==> config.mk <==
export PLATFORM = sky130hd
export DESIGN_NAME = scanline_irq_unit
export DESIGN_NICKNAME = d
export VERILOG_FILES = /design/src/rtl/scanline_irq_unit.sv
export SDC_FILE = /design/constraint.sdc
export NUM_CORES = 1
export LEC_CHECK = 0
export CORE_MARGIN = 4
export CORE_UTILIZATION = 31
export CTS_CLUSTER_SIZE = 14
export DETAILED_ROUTE_END_ITERATION = 8
export PLACE_DENSITY = 0.66
export SLEW_MARGIN = 15
export SYNTH_ARGS = -nofsm -noshare
export SYNTH_HDL_FRONTEND = slang
export SYNTH_SLANG_ARGS = --single-unit
==> constraint.sdc <==
create_clock -name m2 -period 2.13 [get_ports m2]
set_clock_uncertainty 0.1 [all_clocks]
set_input_delay 0.426 -clock m2 [delete_from_list [all_inputs] [get_ports m2]]
set_output_delay 0.426 -clock m2 [all_outputs]
set_load 0.05 [all_outputs]
==> src/rtl/scanline_irq_unit.sv <==
// MMC3-style scanline IRQ generator. It filters PPU A12 rising edges, counts them
// down against a CPU-programmed latch and drives the cartridge's active-low IRQ.
module scanline_irq_unit #(
    parameter int A12_LOW_MIN = 3,
    parameter bit ALT_IRQ     = 1'b0
) (
    input  logic        m2,
    input  logic        reset,
    input  logic        mapper_en,
    input  logic        romsel,
    input  logic        cpu_rw_in,
    input  logic [14:0] cpu_addr_in,
    input  logic [7:0]  cpu_data_in,
    input  logic        ppu_a12,
    output logic        irq,
    output logic        irq_pending,
    output logic [7:0]  irq_counter
);

    localparam logic [3:0] LOW_MIN = 4'(A12_LOW_MIN);

    // Register select within $C000-$FFFF, indexed by {A13, A0}.
    typedef enum logic [1:0] {
        REG_LATCH   = 2'b00,
        REG_RELOAD  = 2'b01,
        REG_DISABLE = 2'b10,
        REG_ENABLE  = 2'b11
    } irq_reg_e;

    logic [7:0] r_latch;
    logic [7:0] r_counter;
    logic       r_reload;
    logic       r_enabled;
    logic       r_pending;
    logic       r_irq_n;
    logic       r_sync1;
    logic       r_sync2;
    logic       r_a12_prev;
    logic [3:0] r_low_cnt;

    logic       w_wr;
    irq_reg_e   w_reg_sel;
    logic       w_clk_ev;
    logic       w_nz;
    logic [7:0] w_latch_nxt;
    logic [7:0] w_counter_nxt;
    logic       w_reload_nxt;
    logic       w_enabled_nxt;
    logic       w_pending_nxt;
    logic       w_unused_addr;

    // A12..A1 select other mapper registers and are not decoded here.
    assign w_unused_addr = ^cpu_addr_in[12:1];

    assign w_wr      = mapper_en & ~romsel & ~cpu_rw_in & cpu_addr_in[14];
    assign w_reg_sel = irq_reg_e'({cpu_addr_in[13], cpu_addr_in[0]});
    assign w_clk_ev  = r_sync2 & ~r_a12_prev & (r_low_cnt >= LOW_MIN);

    // The A12 event is resolved first from pre-edge state; CPU writes then
    // override it, so an ack or a $C001 always wins over a same-edge event.
    always_comb begin
        // NOTE: every signal driven here gets a default first, so no latch is inferred.
        w_latch_nxt   = r_latch;
        w_counter_nxt = r_counter;
        w_reload_nxt  = r_reload;
        w_enabled_nxt = r_enabled;
        w_pending_nxt = r_pending;
        w_nz          = 1'b0;

        if (w_clk_ev) begin
            if (r_counter == 8'd0 || r_reload) begin
                w_counter_nxt = r_latch;
                w_reload_nxt  = 1'b0;
            end else begin
                w_counter_nxt = r_counter - 8'd1;
            end
            w_nz = (w_counter_nxt == 8'd0) && (!ALT_IRQ || r_counter != 8'd0 || r_reload);
            if (w_nz && r_enabled) begin
                w_pending_nxt = 1'b1;
            end
        end

        if (w_wr) begin
            case (w_reg_sel)
                REG_LATCH:   w_latch_nxt = cpu_data_in;
                REG_RELOAD: begin
                    w_counter_nxt = 8'd0;
                    w_reload_nxt  = 1'b1;
                end
                REG_DISABLE: begin
                    w_enabled_nxt = 1'b0;
                    w_pending_nxt = 1'b0;
                end
                REG_ENABLE:  w_enabled_nxt = 1'b1;
                default:     w_enabled_nxt = r_enabled;
            endcase
        end

        if (!mapper_en) begin
            w_pending_nxt = 1'b0;
        end
    end

    // NOTE: sequential state uses non-blocking assignments so every register samples pre-edge values.
    always_ff @(posedge m2) begin
        if (reset) begin
            r_latch    <= '0;
            r_counter  <= '0;
            r_reload   <= 1'b0;
            r_enabled  <= 1'b0;
            r_pending  <= 1'b0;
            r_irq_n    <= 1'b1;
            r_sync1    <= 1'b0;
            r_sync2    <= 1'b0;
            r_a12_prev <= 1'b0;
            r_low_cnt  <= '0;
        end else begin
            r_latch    <= w_latch_nxt;
            r_counter  <= w_counter_nxt;
            r_reload   <= w_reload_nxt;
            r_enabled  <= w_enabled_nxt;
            r_pending  <= w_pending_nxt;
            r_irq_n    <= ~w_pending_nxt;
            r_sync1    <= ppu_a12;
            r_sync2    <= r_sync1;
            r_a12_prev <= r_sync2;
            if (r_sync2) begin
                r_low_cnt <= '0;
            end else if (r_low_cnt < LOW_MIN) begin
                r_low_cnt <= r_low_cnt + 4'd1;
            end
        end
    end

    assign irq         = r_irq_n;
    assign irq_pending = r_pending;
    assign irq_counter = r_counter;

endmodule

==> run_results.csv <==
group,metric,value,unit
status,run_status,"completed",
clocking,clock_path_buffers,2,
worst_setup_path,ff2ff_path_depth,7,
sta,fmax,0.487,GHz
grt,grt_max_degree,18,
detailed_routing,ant_nets,0,
yosys,netlist_top_cells_count,"dfxtp_1, nand2_1, a21oi_1, nor2_1, mux2i_1",
cells_and_area,drive_above_1_share,20.3,%
worst_setup_path,path_cells,"buf_4 -> clkdlybuf4s50_1",
grt,antenna_found_initial,0,
worst_setup_path,cp_num_buf_inv,2,
clocking,clock_latency,0.27,ns
flow_run,max_cap_viol_count,0,
yosys,synth_top_area_share,39.5,%
grt,grt_pass1_wl,5120,um
clocking,h-tree-depth,1,
clocking,cts_root_buf,"clkbuf_8",
yosys,synthesis.instances,150,
worst_setup_path,timing.rr.end,"irq$_SDFF_PP1_",
detailed_routing,wl_per_cell,13.5,um
worst_setup_path,crit_end,"irq_counter[0]",
cells_and_area,antenna_cells,0,
detailed_routing,drt_iter0_drc,51,
sta,grt_setup_unrepaired,"no",
pwr,p_leak,0.648,nW
clocking,numCtsBuffers,3,
worst_setup_path,worst_path_largest_cell_delay,0.80,ns
yosys,post_synth.cell_area_avg,9.13,um^2
pwr,irDropWorstVdd,0.405,mV
yosys,synth_edf_count,0,
yosys,syn_nets,182,
worst_setup_path,regToRegStartpoint,"irq_counter[0]$_SDFF_PP0_",
clocking,cts.sinks,27,
die,die_height,74.5,um
sta,fin_crit_sh,96.4,%
yosys,yosys.cell_count.top_type,"dfxtp_1",
worst_setup_path,start_kind,"register",
worst_setup_path,crit_arrival,1.53,ns
worst_setup_path,end_kind,"primary output",
worst_setup_path,crit_type,"reg2out",
grt,track_usage,12.1,%
worst_setup_path,cp.depth,2,
yosys,netlist_area,0.00137,mm^2
worst_setup_path,startpoint,"irq_counter[0]$_SDFF_PP0_",
sta,maxSlewHeadroom,65.8,%
die,fp.coreArea,0.00414,mm^2
cells_and_area,fillers,426,
clocking,cts_tree,"done",
die,num_rows,23,
detailed_routing,dr.pass1.iters,6,
sta,tightestPinTransition,0.511,ns
sta,hold_viol_final,0,
placement,portBuffers,26,
yosys,synth_seq_cells,27,
yosys,yosysUniqueCellTypes,46,
yosys,ys_warn_count,0,
sta,finalSetupTns,0,ns
worst_setup_path,cp_slowest_cell,"clkdlybuf4s50_1",
yosys,ys_async_sr_fraction,0,%
clocking,path_clk_slew,0.09,ns
grt,grt_pass1_vias,1068,
worst_setup_path,worstPathMaxFanout,6,
cells_and_area,area_growth,31.6,%
placement,place_area,0.00172,mm^2
worst_setup_path,ff2ff_setup_slack,0.13,ns
pwr,power_density,488,mW/mm^2
min_path,hp-class,"reg2reg",
sta,fin_crit,2.05,ns
yosys,ys.flop_type,"dfxtp_1",
cells_and_area,design_area,0.00180,mm^2
detailed_routing,via_count,1239,
detailed_routing,routed_wl,3200,um
clocking,cts_hold_buffers,0,
yosys,ys_seq_area_share,39.5,%
grt,grt_overflow_total,0,
cells_and_area,final_nets,220,
die,die_area,0.00554,mm^2
yosys,synth_top_cells_by_area,"dfxtp_1, mux2i_1, a21oi_1, nand2_1, nor2_1",
die,die_w,74.5,um
worst_setup_path,critical-path-top-delay-family,"buffers and inverters",
worst_setup_path,required,1.60,ns
sta,setup_viol,0,
yosys,synth_top_cell_by_area,"dfxtp_1",
sta,final-max-slew-violation-count,0,
placement,hpwl,2320,um
die,ios,39,
detailed_routing,via_per_inst,5.23,
placement,routabilityCongestion,0.778,
detailed_routing,drcViolationCount,0,
die,start_util,33.0,%
placed cells by master, fill, tap and decap left out, types with 3 or more instances in the layout:
master	count
nor3b_1	5
ha_1	3
mux2i_1	9
nand2_1	15
nor3_1	6
o21ai_0	5
nor4_1	3
nor2b_1	4
mux2_2	3
clkbuf_8	3
a21oi_1	12
a31oi_1	3
inv_1	5
nor2_1	12
dfxtp_1	25
clkdlybuf4s50_1	20
buf_4	19
stage by stage:
| step | std cells | utilization [%] | total power (W) | hold WS (ns) | worst slack [ns] |
|---|---|---|---|---|---|
| 2_1_floorplan | 150 | - | 0.000563 | 0.314 | 0.00375 |
| 3_3_place_gp | 230 | 41.5 | 0.000603 | 0.317 | 0.0527 |
| 3_5_place_dp | 230 | 41.5 | 0.000605 | 0.331 | 0.0475 |
| 4_1_cts | 234 | 42.6 | 0.000891 | 0.353 | 0.0391 |
| 5_1_grt | 237 | 43.5 | 0.000923 | 0.363 | 0.00550 |
| 6_report | 237 | 43.5 | 0.000879 | 0.349 | 0.0760 |
worst reg2reg max path, cell delays in order, from the launching register on:
cell and delay (ns):
dfxtp_2 0.33, inv_1 0.09, ha_1 0.23, nand2b_1 0.09, mux2_2 0.27, o31ai_2 0.23
a31oi_1 0.16, o41a_1 0.39
layer usage:
layer	share of wire [%]	global-route usage (%)	vias up	wire [um]
met1	47	16.8	572	1520
met3	6.4	3.51	2	204
met2	45	17.7	35	1440
li1	-	-	630	-
met5	0	0	-	0
met4	0.91	4.74	0	29
power by group:
group | internal [W] | switching, W
clock | 0.000134 | 0.000151
sequential | 0.000514 | 0.00000749
combinational | 0.0000450 | 0.0000276
what timing repair did:
item                       in CTS  in global routing
buffers inserted                0                  2
setup endpoints to repair       0                  2
gates resized for setup         0                  2
how the worst min path moves through the flow:
stage	start	endpoint	slack [ns]	depth (start not counted)
2_1_floorplan	r_sync1$_SDFF_PP0_	r_sync2$_SDFF_PP0_	0.31	1
3_3_place_gp	r_sync1$_SDFF_PP0_	r_sync2$_SDFF_PP0_	0.32	1
3_5_place_dp	r_sync1$_SDFF_PP0_	r_sync2$_SDFF_PP0_	0.33	1
4_1_cts	r_sync1$_SDFF_PP0_	r_sync2$_SDFF_PP0_	0.35	1
5_1_grt	r_sync1$_SDFF_PP0_	r_sync2$_SDFF_PP0_	0.36	1
6_report	r_sync1$_SDFF_PP0_	r_sync2$_SDFF_PP0_	0.35	1
cells by family after synthesis:
kind of cell	count (synthesis)	share of synthesized area (%)
xor gates and xnor gates	1	0.640
buffers and inverters	12	4.84
and+or+nand+nor	60	26.2
AOI/OAI and AO/OA	35	17.0
muxes	12	9.05
adders and majority gates	3	2.74
DFF	27	39.5
flip-flops by register name (all words and copies together), names as in the netlist:
register / cells
r_sync1: 1
irq: 1
r_latch: 8
r_a12_prev: 1
r_low_cnt: 4
irq_counter: 8
r_enabled: 1
r_reload: 1
irq_pending: 1
r_sync2: 1
layout make-up:
class | instances | area, um^2 | area share (%)
Sequential cell | 27 | 543 | 30.1
Multi-Input combinational cell | 112 | 790 | 43.8
Timing Repair Buffer | 39 | 343 | 19.0
Tap cell | 50 | 62.6 | 3.47
Inverter | 5 | 18.8 | 1.04
Clock buffer | 4 | 45.0 | 2.50
(Power assumes the default switching activity.)
